## config.mk

```make
export PLATFORM = sky130hd
export DESIGN_NAME = lbuf_wr_ctrl
export DESIGN_NICKNAME = d
export VERILOG_FILES = /design/src/rtl/lbuf_wr_ctrl.sv
export SDC_FILE = /design/constraint.sdc
export NUM_CORES = 1
export LEC_CHECK = 0
export ABC_AREA = 1
export CORE_UTILIZATION = 54
export CTS_CLUSTER_SIZE = 40
export DETAILED_ROUTE_END_ITERATION = 7
export HOLD_SLACK_MARGIN = 0.03
export PLACE_DENSITY = 0.85
export SYNTH_ARGS = -nofsm -noshare
export SYNTH_HDL_FRONTEND = slang
export SYNTH_SLANG_ARGS = --single-unit
```

## constraint.sdc

```tcl
create_clock -name PCLK -period 4 [get_ports PCLK]
set_clock_uncertainty 0.2 [all_clocks]
set_input_delay 1 -clock PCLK [delete_from_list [all_inputs] [get_ports PCLK]]
set_output_delay 1 -clock PCLK [all_outputs]
set_load 0.01 [all_outputs]
```

## src/rtl/lbuf_wr_ctrl.sv

```systemverilog
// Write-side controller for the circular line buffer: tracks source sync timing, turns the
// captured pixel window into line-buffer writes and flags write/read line collisions.
module lbuf_wr_ctrl #(
    parameter int unsigned NUM_LINE_BUFFERS = 40,
    parameter int unsigned DATA_W           = 12,
    parameter int unsigned H_CNT_W          = 9,
    parameter int unsigned V_CNT_W          = 9
) (
    input  logic               PCLK,
    input  logic               reset,
    input  logic               pix_en,
    input  logic               HSYNC_src,
    input  logic               VSYNC_src,
    input  logic [DATA_W-1:0]  pixel_in,
    input  logic [H_CNT_W-1:0] h_start,
    input  logic [H_CNT_W-1:0] h_active,
    input  logic [V_CNT_W-1:0] v_start,
    input  logic [V_CNT_W-1:0] v_active,
    input  logic [5:0]         rd_line,
    output logic               wr_en,
    output logic [5:0]         wr_line,
    output logic [H_CNT_W-1:0] wr_pixel,
    output logic [DATA_W-1:0]  wr_data,
    output logic               frame_start,
    output logic               collision,
    output logic               busy
);

    localparam logic [5:0] LastLine = 6'(NUM_LINE_BUFFERS - 1);

    typedef enum logic [1:0] {
        StIdle,
        StVblank,
        StActive,
        StDone
    } state_e;

    state_e state_q, state_d;

    logic               prev_hs_q, prev_hs_d;
    logic               prev_vs_q, prev_vs_d;
    logic [H_CNT_W-1:0] hcnt_q, hcnt_d;
    logic [V_CNT_W-1:0] vcnt_q, vcnt_d;

    logic [H_CNT_W-1:0] h_start_q, h_start_d;
    logic [H_CNT_W-1:0] h_active_q, h_active_d;
    logic [V_CNT_W-1:0] v_start_q, v_start_d;
    logic [V_CNT_W-1:0] v_active_q, v_active_d;

    logic [5:0]         wr_line_q, wr_line_d;
    logic               wr_en_q, wr_en_d;
    logic [H_CNT_W-1:0] wr_pixel_q, wr_pixel_d;
    logic [DATA_W-1:0]  wr_data_q, wr_data_d;
    logic               frame_start_q, frame_start_d;
    logic               collision_q, collision_d;
    logic               busy_q, busy_d;

    logic             hs_fall;
    logic             vs_fall;
    logic             line_adv;
    logic             in_window;
    logic             capture;
    logic [V_CNT_W:0] v_last;
    logic [H_CNT_W:0] h_end;

    // Sync inputs are only meaningful on pixel strobes.
    assign hs_fall = pix_en & prev_hs_q & ~HSYNC_src;
    assign vs_fall = pix_en & prev_vs_q & ~VSYNC_src;

    assign v_last = {1'b0, v_start_q} + {1'b0, v_active_q} - 1'b1;
    assign h_end  = {1'b0, h_start_q} + {1'b0, h_active_q};

    always_comb begin
        prev_hs_d = pix_en ? HSYNC_src : prev_hs_q;
        prev_vs_d = pix_en ? VSYNC_src : prev_vs_q;

        hcnt_d = hcnt_q;
        vcnt_d = vcnt_q;
        if (vs_fall) begin
            hcnt_d = '0;
            vcnt_d = '0;
        end else if (hs_fall) begin
            hcnt_d = '0;
            if (vcnt_q != '1) begin
                vcnt_d = vcnt_q + 1'b1;
            end
        end else if (pix_en && (hcnt_q != '1)) begin
            hcnt_d = hcnt_q + 1'b1;
        end

        h_start_d  = vs_fall ? h_start  : h_start_q;
        h_active_d = vs_fall ? h_active : h_active_q;
        v_start_d  = vs_fall ? v_start  : v_start_q;
        v_active_d = vs_fall ? v_active : v_active_q;
    end

    always_comb begin
        state_d   = state_q;
        wr_line_d = wr_line_q;
        line_adv  = 1'b0;
        if (vs_fall) begin
            // A new frame always restarts from vertical blanking, abandoning any partial line.
            state_d = StVblank;
        end else if (hs_fall) begin
            unique case (state_q)
                StVblank: begin
                    if (vcnt_d == v_start_q) begin
                        if (v_active_q == '0) begin
                            state_d = StDone;
                        end else begin
                            state_d   = StActive;
                            wr_line_d = '0;
                        end
                    end
                end
                StActive: begin
                    if ({1'b0, vcnt_q} == v_last) begin
                        state_d = StDone;
                    end else begin
                        line_adv  = 1'b1;
                        wr_line_d = (wr_line_q == LastLine) ? 6'd0 : wr_line_q + 6'd1;
                    end
                end
                default: ;
            endcase
        end
    end

    // The window is checked against the count of the pixel sampled this strobe.
    assign in_window = ({1'b0, hcnt_d} >= {1'b0, h_start_q}) && ({1'b0, hcnt_d} < h_end);
    assign capture   = pix_en && (state_d == StActive) && in_window;

    always_comb begin
        wr_en_d       = capture;
        wr_pixel_d    = capture ? (hcnt_d - h_start_q) : wr_pixel_q;
        wr_data_d     = capture ? pixel_in : wr_data_q;
        frame_start_d = vs_fall;
        busy_d        = (state_d == StActive);
        collision_d   = collision_q;
        if (vs_fall) begin
            collision_d = 1'b0;
        end else if (line_adv && (wr_line_d == rd_line)) begin
            collision_d = 1'b1;
        end
    end

    always_ff @(posedge PCLK) begin
        if (reset) begin
            state_q       <= StIdle;
            prev_hs_q     <= 1'b1;
            prev_vs_q     <= 1'b1;
            hcnt_q        <= '0;
            vcnt_q        <= '0;
            h_start_q     <= '0;
            h_active_q    <= '0;
            v_start_q     <= '0;
            v_active_q    <= '0;
            wr_line_q     <= '0;
            wr_en_q       <= 1'b0;
            wr_pixel_q    <= '0;
            wr_data_q     <= '0;
            frame_start_q <= 1'b0;
            collision_q   <= 1'b0;
            busy_q        <= 1'b0;
        end else begin
            state_q       <= state_d;
            prev_hs_q     <= prev_hs_d;
            prev_vs_q     <= prev_vs_d;
            hcnt_q        <= hcnt_d;
            vcnt_q        <= vcnt_d;
            h_start_q     <= h_start_d;
            h_active_q    <= h_active_d;
            v_start_q     <= v_start_d;
            v_active_q    <= v_active_d;
            wr_line_q     <= wr_line_d;
            wr_en_q       <= wr_en_d;
            wr_pixel_q    <= wr_pixel_d;
            wr_data_q     <= wr_data_d;
            frame_start_q <= frame_start_d;
            collision_q   <= collision_d;
            busy_q        <= busy_d;
        end
    end

    assign wr_en       = wr_en_q;
    assign wr_line     = wr_line_q;
    assign wr_pixel    = wr_pixel_q;
    assign wr_data     = wr_data_q;
    assign frame_start = frame_start_q;
    assign collision   = collision_q;
    assign busy        = busy_q;

endmodule

```

* Yosys cells after proc, flatten, opt, wreduce, memory -nomap -nowiden
Cells that the tools add are included.
** Cells by class
- Add/sub/neg operators :: 7
- Multiply operators :: 0
- Div/mod/pow operators :: 0
- Order comparisons :: 2
- Equality and inequality tests :: 9
- Shifts and indexed selects :: 0
- Muxes and demuxes :: 23
- Bitwise logic cells :: 6
- Reductions and logical operators :: 7
** Operators by type and width (number)
- two-way mux 9 bit :: 6
- two-way mux 6 bit :: 6
- adder 9 x 9 -> 10 bit :: 2
- adder 9 x 1 -> 9 bit, second input constant :: 2
- != test 9 bit, second input constant :: 2
- one-hot mux 6 bit (2 select lines) :: 1
- equality test 9 x 10 -> 1 bit :: 1
- less-than comparator 9 x 10 -> 1 bit :: 1
- subtractor 10 x 1 -> 10 bit, second input constant :: 1
- equality test 9 bit :: 1
- greater-or-equal comparator 9 bit :: 1
- logical NOT 9 bit :: 1
- subtractor 9 bit :: 1
- two-way mux 2 bit :: 4
- adder 6 x 1 -> 6 bit, second input constant :: 1
- equality test 6 bit :: 1
- equality test 6 bit, second input constant :: 1
- logical AND 1 bit :: 5
- two-way mux 1 bit :: 5
- AND 1 bit :: 4
- equality test 2 bit, second input constant :: 2
- one-hot mux 2 bit (2 select lines) :: 1
- equality test 2 x 1 -> 1 bit, second input constant :: 1
- NOT 1 bit :: 2
- OR reduction 2 bit :: 1
** Word-level totals
- Bits in registers :: 89
- Latch bits :: 0
- Memory bits (writable) :: 0
- Memory bits (read-only) :: 0
- Output and inout bits :: 31
- Word-level logic and storage cells :: 70
- Memories kept :: 0

* Depth between registers and ports, before layout
Gate-level depths: netlist (run 1).
- Word-level depth :: 12
- Gate-level depth with buffers :: 27
- Depth with buffers taken out :: 27

* Worst setup path after synthesis (run 1)
Ideal clock, no wire load.
- Path type :: in2reg
- Start :: input port pix_en
- End :: register wr_pixel_q[4] (netlist: wr_pixel[4])
- Setup time :: 0.113 ns
- Arrival :: 3.306 ns
- Data required time :: 3.687 ns
- Path slack :: 0.381 ns
- Cell stages on the path :: 17
- Cell sequence :: nand2_1 nor2_2 inv_2 nand2_1 clkbuf_1 nor2_1 ha_1 inv_1 nor3_1 nand3_1 nand4_1 nand4_1 nor2_2 o31ai_4 buf_2 nor2_1 nor2_1
** On the way
- Elaborated cells on any way between the ends :: 22
- Classes of those cells :: 1 x add/sub; 2 x order compare; 2 x eq/ne; 9 x mux; 4 x bitwise; 4 x reduce/logical
** RTL lines
- from (decl) :: RTL line 11 : input logic pix_en,
- AND 1 bit or logical AND 1 bit (tied branches) :: RTL line 67, 87
- AND 1 bit or two-way mux 9 bit (tied branches) :: RTL line 67, 87
- two-way mux 9 bit :: RTL line 82 : end else if (hs_fall) begin
- two-way mux 9 bit * :: RTL line 79 : if (vs_fall) begin
- net hcnt_d[5] :: RTL line 42 : logic [H_CNT_W-1:0] hcnt_q, hcnt_d;
- less-than comparator 9 x 10 -> 1 bit or greater-or-equal comparator 9 bit (tied branches) :: RTL line 130 : assign in_window = ({1'b0, hcnt_d} >= {1'b0, h_start_q}) && ({1'b0, hcnt_d} < h_end);
- logical AND 1 bit * :: RTL line 130
- logical AND 1 bit * :: RTL line 131 : assign capture = pix_en && (state_d == StActive) && in_window;
- to (signal assigned) :: RTL line 177 : wr_pixel_q <= wr_pixel_d;
- to (decl) :: RTL line 52 : logic [H_CNT_W-1:0] wr_pixel_q, wr_pixel_d;
The timed path passes the listed nets; every way through them passes the cells marked *.
A chain may end at the register's enable or synchronous reset.

* Worst setup path in the final report (run 1)
- Start :: input port HSYNC_src
- End :: register wr_data_q[9] (netlist: wr_data[9])
** On the way
- Elaborated cells on any way between the ends :: 17
- Classes of those cells :: 2 x order compare; 2 x eq/ne; 8 x mux; 2 x bitwise; 3 x reduce/logical
** RTL lines
- from (decl) :: RTL line 12 : input logic HSYNC_src,
- NOT 1 bit * :: RTL line 67 : assign hs_fall = pix_en & prev_hs_q & ~HSYNC_src;
- AND 1 bit * :: RTL line 67
- two-way mux 9 bit * :: RTL line 82
- two-way mux 9 bit * :: RTL line 79
- net hcnt_d[6] :: RTL line 42
- less-than comparator 9 x 10 -> 1 bit or greater-or-equal comparator 9 bit (tied branches) :: RTL line 130
- logical AND 1 bit * :: RTL line 130
- logical AND 1 bit * :: RTL line 131
- to (signal assigned) :: RTL line 178 : wr_data_q <= wr_data_d;
- to (decl) :: RTL line 53 : logic [DATA_W-1:0] wr_data_q, wr_data_d;
Marks and branches as above.

==> out/results.tsv, run 1 <==
metric	value	unit
power_frac_seq	44.6	%
finalHoldViolCount	0	
grt-ovfl-total	0	
syn_inst	886	
crit_slowest_cell	clkdlybuf4s50_1	
netlist_area	5850	um2
hold_class	reg -> reg	
avgRoutedWirePerCell	12.9	um
synth_seq_cells	89	
synth_flop_cell	dfxtp_1	
powerDensity	280	nW/um2
gp_congestion	0.874	
drc_errors	0	
die_height	106	um
p_int	1.42	mW
drt_wl_total	14900	um
clkPwrFrac	28.7	%
power_frac_comb	26.6	%
hpwl	10700	um
clkLatencyLatePin	380	ps
cts_tree	built	
slowest_delay	490	ps
synthArstFlopShare	0	%
cts-buffers-inserted	9	
ir_worst_vdd	194	uV
path_cells	clkdlybuf4s50_1, inv_1, nand3_1, nand2_1, buf_4, nor2_1, ha_1, inv_1, nor3_2, nand3_1, nand4_1, nand4_1, nor2_2, o31ai_4, buf_4, clkbuf_16, nor2_1, nor2_1	
drt_iter0_drc	397	
fillers	818	
synth_cell_type_count	40	
grt_pass1_vias	5636	
leakage	3.67	nW
rows	37	
end_kind	flop	
dieArea	11300	um2
max_slew_margin	66.6	%
path_buf_inv	6	
core-area	10400	um2
vias_per_cell	5.12	
grt_usage	26.7	%
final_nets	1129	
finish.utilization	72.0	%
multi_input_area	3450	um2
syn_avg_cell_area	6.60	um2
clock.fmax	0.258	GHz
seqCellArea	1780	um2
arrival	3950	ps
grt_pass1_wl	24200	um
port_buffers	89	
clock_sinks	89	
maxSlewViolCount	0	
cp_top_family	simple AND/OR/NAND/NOR gates	
num_vias	5933	
clkTransAtPathRegs	90	ps
whs	263	ps
first_pass_iters	5	
drv_cap	0	
htree_levels	3	
swShare	32.6	%
tightest_slew	500	ps
grt_max_degree	44	
antenna_cells	0	
switching_power	0.686	mW
path_max_fanout	11	
drive_gt1_share	10.3	%
io_pins	90	
root_buffer	clkbuf_8	
crit_top_cell	nor2_1	
antenna_found_initial	0	
cts_buffer_depth	2	
ant_nets	0	
fp.dieW	106	um
start_util	56.2	%
syn_to_final_growth	28.1	%
synth_edf_count	0	
yosysWarnings	0	
period_share	97.1	%
setup_viol	0	
crit_type	in -> reg	
cp-start-kind	input pin	
status	complete, no violations	
synth_nets	998	
yosysSeqAreaShare	30.5	%
period_needed	3880	ps
worstPathRequired	4070	ps
## layer usage
layer / share of wire [%] / global-route usage [%]
met2: 50 / 48.4
met5: 0 / 0
met4: 2.9 / 10.8
met3: 4.3 / 4.66
met1: 43 / 30.9
## worst min-delay path, delay by kind of cell, from the launching register on
kind                   cells  cell delay (ps)
buffers and inverters      1               50
AOI/OAI and AO/OA          1               50
DFF                        1              320
## cells in the mapped netlist (3+ instances only)
master     instances  area [um2]
buf_6              4        45.0
dfxtp_1           89        1780
xnor2_1           14         123
o21ai_1            3        15.0
ha_1              50         626
nor2_1            92         345
inv_1            148         556
a21oi_1           29         145
o21ai_0           34         170
nand2_1          245         920
o2111ai_1          3        26.3
nor4_1             3        18.8
nand3_2            4        40.0
fa_1               3        60.1
nor3_1            16        80.1
buf_2              5        25.0
nand2_2            3        18.8
o21bai_1           3        22.5
clkbuf_1          11        41.3
inv_2              3        11.3
xor2_1            16         140
nor2_2             5        31.3
nand3_1           64         320
nand4_1           17         106
o211ai_1           4        30.0
## worst paths after layout
check	slack (ps)	startpoint	to	depth (start not counted)
hold reg to reg	260	collision	collision	2
hold / removal	260	collision	collision	2
setup / recovery	120	HSYNC_src	wr_data[9]	18
setup reg to reg	120	hcnt_q[0]	wr_data[9]	23
## power by group through the flow
| stage | registers (mW) | logic (mW) | clock network [mW] |
|---|---|---|---|
| global route | 0.941 | 0.632 | 0.655 |
| finish | 0.938 | 0.560 | 0.604 |
| floorplan | 0.952 | 0.348 | 0 |
| detailed placement | 0.958 | 0.536 | 0 |
| CTS | 0.937 | 0.542 | 0.611 |
| global placement | 0.957 | 0.522 | 0 |
## flip-flops by register name (all words and copies together) (netlist names), 2 cells and up
name        count
wr_pixel        9
h_start_q       9
wr_data        12
hcnt_q          9
v_start_q       9
wr_line         6
h_active_q      9
vcnt_q          9
state_q         2
v_active_q      9
## layout make-up
type / count / area share, %
Tap cell: 136 / 2.27
Timing Repair Buffer: 142 / 17.9
Sequential cell: 89 / 23.8
Multi-Input combinational cell: 623 / 46.0
Clock inverter: 6 / 0.651
Clock buffer: 10 / 1.84
Inverter: 152 / 7.61
## per-stage QoR
stage | instances | setup slack [ps] | total power [mW] | instance area [um2] | setup TNS [ps]
2_1_floorplan | 886 | 381 | 1.30 | 5850 | 0
3_3_place_gp | 1136 | -332 | 1.48 | 7160 | -7140
3_5_place_dp | 1136 | -361 | 1.49 | 7160 | -7370
4_1_cts | 1152 | 19.2 | 2.09 | 7350 | 0
5_1_grt | 1158 | -128 | 2.23 | 7500 | -1370
6_report | 1158 | 117 | 2.10 | 7500 | 0
## cells by family after synthesis
family,count (synthesis),synth area share [%]
xor+xnor,30,4.49
compound gates,83,8.13
mux,1,0.171
flops,89,30.5
buf+inv,174,11.8
fa+ha+maj,53,11.7
simple gates,456,33.2
## cells in the final DEF (no fill, tap or decap), drive strengths merged, types with 17 or more instances in the layout
cell type,n
nand2,249
inv,154
nor2,99
dfxtp,89
clkdlybuf4s50,88
nand3,68
buf,51
ha,50
o21ai,37
a21oi,29
nand4,17
## repair_timing
item,in CTS,in global routing
buffers inserted,0,4
setup endpoints to repair,2,23
pin swaps,0,13
hold buffers,0,0
resized for setup,1,18
gates cloned,0,2
(Power assumes the default switching activity.)
==> run 2: changes to the inputs <==
- MAX_ROUTING_LAYER: default -> met4
==> out/results.tsv, run 2 (synthesis results as in run 1) <==
metric	value	unit	change
grt_usage	28.2	%	+1.5 points
clock.fmax	0.259	GHz	+0.55%
final_nets	1135		+0.53%
port_buffers	89		unchanged
end_kind	flop		
drv_cap	0		unchanged
top_usage_layer	met2		
start_util	56.2	%	unchanged
grt-ovfl-total	0		unchanged
setup_viol	0		unchanged
fp.dieW	106	um	unchanged
multi_input_area	3440	um2	-0.22%
drive_gt1_share	10.6	%	+0.35 points
clkPwrFrac	31.3	%	+2.6 points
clkTransAtPathRegs	90	ps	about the same
avgRoutedWirePerCell	13.0	um	+0.63%
finalHoldViolCount	0		unchanged
dp_cells	1138		+0.18%
grt_pass1_vias	5781		+2.6%
power_frac_comb	25.7	%	-0.9 points
path_max_fanout	11		unchanged
syn_to_final_growth	29.4	%	
largest_reg_flops	12		unchanged
finish.utilization	72.7	%	+0.74 points
cts_buffer_depth	2		unchanged
vias_per_cell	5.15		+0.48%
io_pins	90		unchanged
worstPathRequired	4110	ps	+40 ps
crit_type	in -> reg		
grtUsageMet3	4.97	%	+0.31 points
gp_congestion	0.911		+4.2%
antenna_found_initial	0		unchanged
grt_max_degree	44		unchanged
grt_pass1_wl	24900	um	+2.6%
finalNonFillerCells	1162		+0.35%
drc_errors	0		unchanged
final_common_cell	nand2_1		
dieArea	11300	um2	unchanged
max_slew_margin	67.0	%	+0.44 points
fillers	828		+1.2%
ir_worst_vdd	178	uV	-8.1%
die_height	106	um	unchanged
cp-start-kind	input pin		
cts-buffers-inserted	9		unchanged
num_vias	5982		+0.83%
hold_class	reg -> reg		
hpwl	10700	um	about the same
power_frac_seq	43.0	%	-1.6 points
slowest_delay	440	ps	-50 ps
swShare	30.6	%	-2.0 points
final_cell_mix	nand2_1, inv_1, dfxtp_1, clkdlybuf4s50_1, nor2_1		
p_int	1.51	mW	+6.9%
met2_usage	49.7	%	+1.4 points
antenna_cells	0		unchanged
clkLatencyLatePin	370	ps	about the same
htree_levels	3		unchanged
grtUsageMet1	32.3	%	+1.4 points
tightest_slew	494	ps	-6.62 ps
clock_sinks	89		unchanged
status	complete, no violations		
crit_slowest_cell	clkdlybuf4s50_1		
period_needed	3860	ps	-21.1 ps
cts_tree	built		
core-area	10400	um2	unchanged
ant_nets	0		unchanged
crit_top_cell	nand2_1		
first_pass_iters	5		unchanged
arrival	3970	ps	+20 ps
path_buf_inv	4		-2
seqCellArea	1780	um2	about the same
whs	270	ps	+6.91 ps
leakage	3.70	nW	+0.86%
maxSlewViolCount	0		unchanged
period_share	96.6	%	-0.53 points
root_buffer	clkbuf_8		
switching_power	0.667	mW	-2.7%
cp_top_family	simple AND/OR/NAND/NOR gates		
rows	37		unchanged
powerDensity	288	nW/um2	+2.7%
path_cells	clkdlybuf4s50_1, buf_4, nor2_4, nand2_1, nand2_1, nand3_2, and2_1, nor2_1, nand2_1, nor2_2, nand3_2, nand2_1, o21ai_1, nand2_1, nand2_2, nor2_2, o31ai_4, buf_12, clkbuf_16, nand2_1, nand2_1, nor2_1		
drt_iter0_drc	333		-16%
drt_wl_total	15000	um	+0.97%
## run 2: layout make-up
type                    count  share of cell area [%]
clock buffers               9                    1.64
clock inverters             5                    1.07
inverters                 152                    7.53
multi-input cells         623                    45.4
flip-flops and latches     89                    23.5
well taps                 136                    2.25
repair buffers            148                    18.5
## run 2: per-layer routing
metal,up-vias,wire (um)
met3,34,672
met4,0,384
li1,3052,-
met5,-,0
met2,167,7450
met1,2729,6540
## run 2: power by group through the flow
stage	logic [mW]	registers, mW	clock network [mW]
2_1_floorplan	0.348	0.952	0
5_1_grt	0.634	0.942	0.722
6_report	0.560	0.938	0.682
4_1_cts	0.539	0.937	0.688
3_3_place_gp	0.521	0.957	0
3_5_place_dp	0.532	0.958	0
## run 2: tightest hold or removal path, cell delays in order, from the launching register on
cell and delay [ps]:
dfxtp_1 340, nand2_1 50, nand3_1 50
## run 2: final timing paths
| kind | slack (ps) | end | depth (start not counted) | start |
|---|---|---|---|---|
| hold / removal | 270 | prev_vs_q | 2 | prev_vs_q |
| setup / recovery | 140 | wr_data[8] | 22 | HSYNC_src |
| setup reg to reg | 150 | wr_data[8] | 24 | hcnt_q[0] |
| hold reg to reg | 270 | prev_vs_q | 2 | prev_vs_q |
## run 2: through the flow
stage / power [mW] / setup TNS [ps] / area (um2) / setup WS [ps]
finish: 2.18 / 0 / 7570 / 138
global route: 2.30 / -786 / 7570 / -103
CTS: 2.16 / 0 / 7390 / 42.6
detailed placement: 1.49 / -8870 / 7170 / -422
global placement: 1.48 / -8760 / 7170 / -406
floorplan: 1.30 / 0 / 5850 / 381
## run 2: timing repair
item,in CTS,in global routing
gates cloned,0,4
hold buffers,0,0
gates resized for setup,3,17
setup endpoints to repair,21,23
pin swaps,1,11
buffers inserted,1,5
